[src/rtl/keypad_dispenser.sv]
// One-time-pad key store. Software loads nonzero key words and then seals the pad.
// Each word is handed out once over valid/ready, zeroized after use, and never reissued.
module keypad_dispenser #(
    parameter int KEY_W = 32,
    parameter int DEPTH = 16,
    parameter int AW    = 4
) (
    input  logic             clk,
    input  logic             reset,
    input  logic             load_valid,
    input  logic [KEY_W-1:0] load_key,
    output logic             load_ready,
    output logic             load_err,
    input  logic             seal,
    output logic             key_valid,
    input  logic             key_ready,
    output logic [KEY_W-1:0] key,
    output logic             key_en,
    output logic [AW:0]      keys_left,
    output logic             exhausted,
    output logic [1:0]       state_dbg
);

    localparam logic [1:0] ST_LOAD      = 2'd0;
    localparam logic [1:0] ST_ARMED     = 2'd1;
    localparam logic [1:0] ST_EXHAUSTED = 2'd2;

    localparam logic [AW:0]   CNT_FULL = (AW+1)'(DEPTH);
    localparam logic [AW:0]   CNT_ONE  = (AW+1)'(1);
    localparam logic [AW-1:0] PTR_ONE  = AW'(1);

    logic [1:0]       state;
    logic [KEY_W-1:0] mem [DEPTH];
    logic [AW-1:0]    wr_ptr;
    logic [AW-1:0]    rd_ptr;
    logic [AW-1:0]    rd_next;

    logic             load_accept;
    logic             load_zero;
    logic             take;
    logic [AW:0]      keys_after_load;

    // Handshakes: a load transfers when load_valid & load_ready; a key transfers when
    // key_valid & key_ready. key_valid never depends combinationally on key_ready.
    assign load_ready      = (state == ST_LOAD) && (keys_left != CNT_FULL);
    assign load_accept     = load_valid && load_ready && (load_key != '0);
    assign load_zero       = load_valid && load_ready && (load_key == '0);
    assign take            = (state == ST_ARMED) && key_valid && key_ready;
    assign keys_after_load = load_accept ? keys_left + CNT_ONE : keys_left;
    assign rd_next         = rd_ptr + PTR_ONE;

    assign key_en    = key_valid;
    assign state_dbg = state;

    always_ff @(posedge clk or negedge reset) begin
        if (!reset) begin
            state     <= ST_LOAD;
            wr_ptr    <= '0;
            rd_ptr    <= '0;
            keys_left <= '0;
            load_err  <= 1'b0;
            key_valid <= 1'b0;
            key       <= '0;
            exhausted <= 1'b0;
            for (int i = 0; i < DEPTH; i++) begin
                mem[i] <= '0;
            end
        end else begin
            load_err <= load_zero;
            case (state)
                ST_LOAD: begin
                    if (load_accept) begin
                        mem[wr_ptr] <= load_key;
                        wr_ptr      <= wr_ptr + PTR_ONE;
                        keys_left   <= keys_after_load;
                    end
                    if (seal) begin
                        if (keys_after_load != '0) begin
                            state     <= ST_ARMED;
                            key_valid <= 1'b1;
                            // A word written in the sealing cycle is not yet visible in mem.
                            key <= (load_accept && (wr_ptr == rd_ptr)) ? load_key : mem[rd_ptr];
                        end else begin
                            state     <= ST_EXHAUSTED;
                            exhausted <= 1'b1;
                        end
                    end
                end
                ST_ARMED: begin
                    if (take) begin
                        mem[rd_ptr] <= '0;
                        rd_ptr      <= rd_next;
                        keys_left   <= keys_left - CNT_ONE;
                        if (keys_left == CNT_ONE) begin
                            state     <= ST_EXHAUSTED;
                            key_valid <= 1'b0;
                            key       <= '0;
                            exhausted <= 1'b1;
                        end else begin
                            key <= mem[rd_next];
                        end
                    end
                end
                ST_EXHAUSTED: begin
                    key_valid <= 1'b0;
                    key       <= '0;
                    exhausted <= 1'b1;
                end
                default: begin
                    state     <= ST_EXHAUSTED;
                    key_valid <= 1'b0;
                    key       <= '0;
                    exhausted <= 1'b1;
                end
            endcase
        end
    end

endmodule

[config.mk]
export PLATFORM = sky130hd
export DESIGN_NAME = keypad_dispenser
export DESIGN_NICKNAME = d
export VERILOG_FILES = /design/src/rtl/keypad_dispenser.sv
export SDC_FILE = /design/constraint.sdc
export NUM_CORES = 1
export LEC_CHECK = 0
export CORE_UTILIZATION = 45
export CTS_CLUSTER_SIZE = 24
export DETAILED_ROUTE_END_ITERATION = 6
export PLACE_DENSITY = 0.66
export SYNTH_ARGS = -nofsm -noshare
export SYNTH_HDL_FRONTEND = slang
export SYNTH_SLANG_ARGS = --single-unit
[constraint.sdc]
create_clock -name clk -period 4 [get_ports clk]
set_input_delay 0.4 -clock clk [delete_from_list [all_inputs] [get_ports clk]]
set_output_delay 0.4 -clock clk [all_outputs]
set_load 0.01 [all_outputs]
* After elaboration in Yosys (flattened, before gate mapping)
Index checks and enable logic that the tools add are counted.
Cells by class: add/sub/neg operators 4, order comparisons 5, eq/ne operators 11, mux-type cells 39, bitwise operators 6, reduce and logical (&&, ||, !) cells 21
Operators by type and width (count):
- $mux 512 | 2
- $pmux 512 s2 | 1
- $and 512x512->512 | 1
- $bwmux 512 | 1
- $not 512->512 | 1
- $mux 32 | 11
- $bmux 32 s4 | 2
- $demux 32 s4 | 2
- $pmux 32 s2 | 1
- $logic_not 32->1 | 1
- $reduce_bool 32->1 | 1
- $ge 5x5->1 const B | 3
- $mux 5 | 3
- $not 4->5 | 3
- $reduce_and 4->1 | 3
- $lt 5x1->1 const B | 2
- $pmux 5 s2 | 1
- $logic_and 1x1->1 | 9
- $add 4x1->4 const B | 2
- $mux 1 | 8
- $mux 2 | 4
- $ne 2x2->1 const B | 4
- $pmux 2 s3 | 1
- $reduce_and 3->1 | 2
- other kinds (14) | 17
Word-level totals: flip-flop bits (word level) 562, bits of input ports 37, output and inout port bits 44, word-level logic and storage cells 110

* Depth between registers and ports, before layout
depth in word-level cells 9, mapped depth 15, gate-level depth less buffers 8

* Worst setup path after synthesis
No wires, ideal clock.
kind register to register, start point register rd_ptr[1], end point register key[0], setup time 125 ps, arrival time 3469 ps, data required time 3875 ps, path slack 406 ps, stages on the path, launching flop included 14, buffers on the path 6, clock period less this slack 3594 ps, cell sequence dfrtp_1 clkbuf_1 buf_2 buf_1 inv_1 ha_1 buf_2 buf_6 buf_2 mux4_2 mux2i_1 a211oi_1 a211o_1 mux2_4
On the way: cells in the longest elaborated chain, start to end 8, elaborated cells on any way between the ends 17, classes of those cells add/sub: 1; eq/ne: 1; mux: 12; bitwise: 2; reduce/logical: 1
RTL lines:
- from (decl) | RTL line 35 | logic [AW-1:0] rd_ptr;
- from (signal assigned) | RTL line 92 | rd_ptr <= rd_next;
- $add 4x1->4 | RTL line 50 | assign rd_next = rd_ptr + PTR_ONE;
- named net rd_next[1] | RTL line 36 | logic [AW-1:0] rd_next;
- $not 4->5 (not written as such) | RTL line 100 | key <= mem[rd_next];
- $bmux 32 s4 | RTL line 100
- $mux 32 (not written as such) (2 in series) | RTL line 100
- $mux 32 | RTL line 94 | if (keys_left == CNT_ONE) begin
- $mux 32 | RTL line 90 | if (take) begin
- $pmux 32 s2 | RTL line 70 | case (state)
- to (signal assigned) | RTL line 82 | key <= (load_accept && (wr_ptr == rd_ptr)) ? load_key : mem[rd_ptr];
- to (signal assigned) | RTL line 100
- to (decl) | RTL line 17 | output logic [KEY_W-1:0] key,
The timed path passes the listed nets, and every way through them passes these cells. The select of a mux whose other input is x is not followed. A chain may end at the register's enable or synchronous reset.

* Worst setup path in the final report
start point register rd_ptr[1], end point register key[6]
The elaborated chain is that of the path after synthesis.

==> results by group <==
Status
  – Status: completed

Timing
  – TNS Setup: 0 ns
  – Fmax: 280 MHz
  – Final Hold Fails: 0
  – Max_slew headroom: 36.9%
  – Finish-stage setup viols: 0
  – RSZ-0062 raised after global routing: no
  – Final period demand of the worst path: 3.57 ns
  – Max-slew violation count: 0
  – Setup WS post-layout: 0.430 ns
  – Clock skew: 0.0419 ns
  – Worst-margin pin slew: 0.947 ns
  – Post-route clock period utilization: 89.3%

Logic synthesis
  – Yosys warns: 0
  – Synth Cell Area: 29900 um^2
  – Ys flop type: dfrtp_1
  – Synth Area per Inst: 12.9 um^2
  – FFs w/ async S/R, synth: 100%
  – Yosys reg bits: 562
  – Mapped Cells: 2325
  – Net count after synthesis: 2374
  – Synth cell types: 51
  – Sequential fraction of the synthesis area: 47.1%
  – Post-synth EDFFs: 0

Routing
  – Post-route ant nets: 0
  – Wire per inst: 31.7 um
  – Routed wire length: 101 mm
  – Drt initial violations: 2833
  – Drt via density: 7.04
  – DR DRC count: 0
  – Via count: 22500
  – Drt first pass iters: 5

Place
  – Placed standard-cell area: 31900 um^2
  – Last weighted congestion value of the routability-driven placer: 0.838
  – Input/output buffers: 80
  – Pre-CTS WS: 0.503 ns
  – Detailed Place HPWL: 58.3 mm

Final layout
  – Multi-input logic area: 14600 um^2
  – Layout fillers: 5429
  – Area Growth Syn to Fin: 13.7%
  – Final instance area: 34000 um^2
  – Storage cell area: 14100 um^2
  – Fraction of layout cells with a size suffix above 1: 24.3%
  – Nets: 2337

Setup path
  – Crit path max-delay cell type: dfrtp_4
  – Top delay family on crit path: compound AO/OA/AOI/OAI gates
  – CP Data Required Time: 4.52 ns
  – CP bufs+invs: 2
  – Crit-path max FO: 22
  – Setup CP Type: flip-flop to flip-flop
  – Worst r2r path cells: 9
  – Crit. path cell count: 9
  – Sequence of cells on the critical path: inv_1 -> ha_4 -> buf_12 -> mux4_2 -> nor2b_1 -> a211oi_1 -> a211oi_1 -> a211o_1 -> mux2_4
  – CP arrival: 4.09 ns
  – Worst setup SP type: flip-flop
  – Critical path's most frequent cell: a211oi_1
  – CP endpoint kind: flip-flop
  – CP peak stage delay: 0.63 ns

Clock network
  – Root Buffer Master: clkbuf_16
  – Clk buf depth: 3
  – Clk slew on worst S/H paths: 0.06 ns
  – Post-CTS Setup Repair Bufs: 0
  – CTS buffer count: 60
  – Hold_buf cts: 1
  – Worst-skew pair later-pin latency: 0.66 ns
  – CTS resizes: 0
  – H-tree levels: 2
  – Sink Count: 562
  – CTS tree: built

Global route
  – Overall Global Routing Usage: 30.3%
  – Initial antenna violation count: 0
  – First-pass GRT wire length: 151 mm
  – Aggregate global routing overflow: 0
  – Largest net degree at the start of global routing: 120
  – Number of global-route vias before repair: 22400

Floorplanning
  – Die Y: 260 um
  – Die area: 67400 um^2
  – Core Box Area: 65700 um^2
  – Ports: 81
  – Initial Utilization: 45.4%
  – Die X-Extent: 260 um
  – Number of cell rows: 94

Power and ir drop
  – Total power divided by cell area: 763 nW/um^2
  – P_int: 16.1 mW
  – Switching share of power: 37.8%
  – Clock Power Share: 22.7%
  – Switching power: 9.79 mW
  – Total power: 25.9 mW
  – Pleak: 14.5 nW
  – Comb power frac: 44.4%
  – Max VDD drop: 523 uV
  – Seq pwr share: 32.9%

Hold path
  – Hold WC Path Type: primary input to async pin

Flow run
  – Max-cap check violation count: 0
==> cells in the final DEF, fill, tap and decap left out, types with 5 or more instances in the layout <==
master	n
dfrtp_1	560
a22o_1	384
nand2_1	265
mux4_2	256
o21ai_0	132
a211oi_1	96
buf_4	91
clkdlybuf4s50_1	79
a22oi_1	64
clkbuf_16	60
nor2b_1	36
a211o_1	33
mux2i_1	32
buf_12	31
mux2_4	30
and3_2	16
a21oi_4	12
clkbuf_8	12
xnor2_1	11
ha_1	11
clkinv_2	11
nor4_4	8
bufinv_16	8
clkbuf_1	8
nor2_1	7
inv_1	6
and2_1	5
xor2_1	5
==> state kept, by name (all words and copies together) (netlist names) <==
register / cells
mem: 512
key_en: 1
exhausted: 1
keys_left: 5
key: 32
load_err: 1
state_dbg: 2
wr_ptr: 4
rd_ptr: 4
==> cell usage after synthesis, types with 4 or more instances <==
master | instances | share of area [%]
a211o_1 | 33 | 0.97
a211oi_1 | 96 | 2.4
a21oi_1 | 6 | 0.10
a21oi_2 | 10 | 0.29
a22o_1 | 384 | 11
a22oi_1 | 64 | 1.6
and2_1 | 6 | 0.13
and3_1 | 17 | 0.36
buf_1 | 48 | 0.60
buf_2 | 92 | 1.5
buf_4 | 12 | 0.30
buf_6 | 13 | 0.49
clkbuf_1 | 134 | 1.7
dfrtp_1 | 562 | 47
ha_1 | 12 | 0.50
inv_1 | 6 | 0.075
mux2_4 | 30 | 1.5
mux2i_1 | 32 | 1.1
mux4_2 | 256 | 19
nand2_1 | 265 | 3.3
nand3_1 | 7 | 0.12
nand4_1 | 4 | 0.084
nor2_1 | 8 | 0.10
nor2b_1 | 38 | 0.80
nor4_4 | 8 | 0.57
o21ai_0 | 132 | 2.2
xnor2_1 | 11 | 0.32
xor2_1 | 7 | 0.21
==> power by group through the flow <==
stage                     clock, mW  combinational, mW  sequential, mW
after floorplan                   0               8.08            8.06
after global placement            0               11.2            8.43
after detailed placement          0               11.4            8.54
after CTS                      5.94               11.4            8.47
after global routing           6.18               12.1            8.69
final                          5.88               11.5            8.52
==> cell type report <==
| type | instances | area share, % |
|---|---|---|
| multi-input combinational | 1455 | 43.0 |
| sequential | 562 | 41.4 |
| antenna | 1 | 0.00737 |
| clock inverter | 22 | 1.07 |
| inverter | 6 | 0.0663 |
| clock buffer | 80 | 4.99 |
| tap | 864 | 3.18 |
| timing repair buffer | 203 | 6.24 |
==> final timing paths <==
kind / startpoint / to / slack (ns)
max in group asynchronous: reset / mem[229] / 2.50
setup / recovery: rd_ptr[1] / key[6] / 0.43
setup reg to reg: rd_ptr[1] / key[6] / 0.43
min in group clk: seal / state_dbg[0] / 0.47
hold / removal: reset / mem[468] / 0.34
hold reg to reg: exhausted / exhausted / 0.50
==> cell families after synthesis <==
kind of cell	Yosys count	share of synthesized area (%)
mux	320	22.0
xor+xnor	18	0.528
flops	562	47.1
compound gates	740	19.4
simple gates	365	5.80
fa+ha+maj	12	0.502
buf+inv	308	4.78
==> per-stage QoR <==
stage,hold WS [ns],utilization (%),instances
global placement,0.428,48.5,3089
detailed placement,0.434,48.5,3089
CTS,0.346,51.7,3192
finish,0.340,51.7,3193
global route,0.394,51.7,3192
floorplan,0.104,-,2325
==> metal layers <==
layer | share of wire (%) | wire length, um | track usage (%)
met1 | 39 | 39500 | 41.9
met2 | 44 | 44900 | 44.8
met3 | 12 | 12300 | 8.63
met4 | 4.6 | 4660 | 13.2
met5 | 0 | 0 | 0
Power figures use the tool's default switching activity.
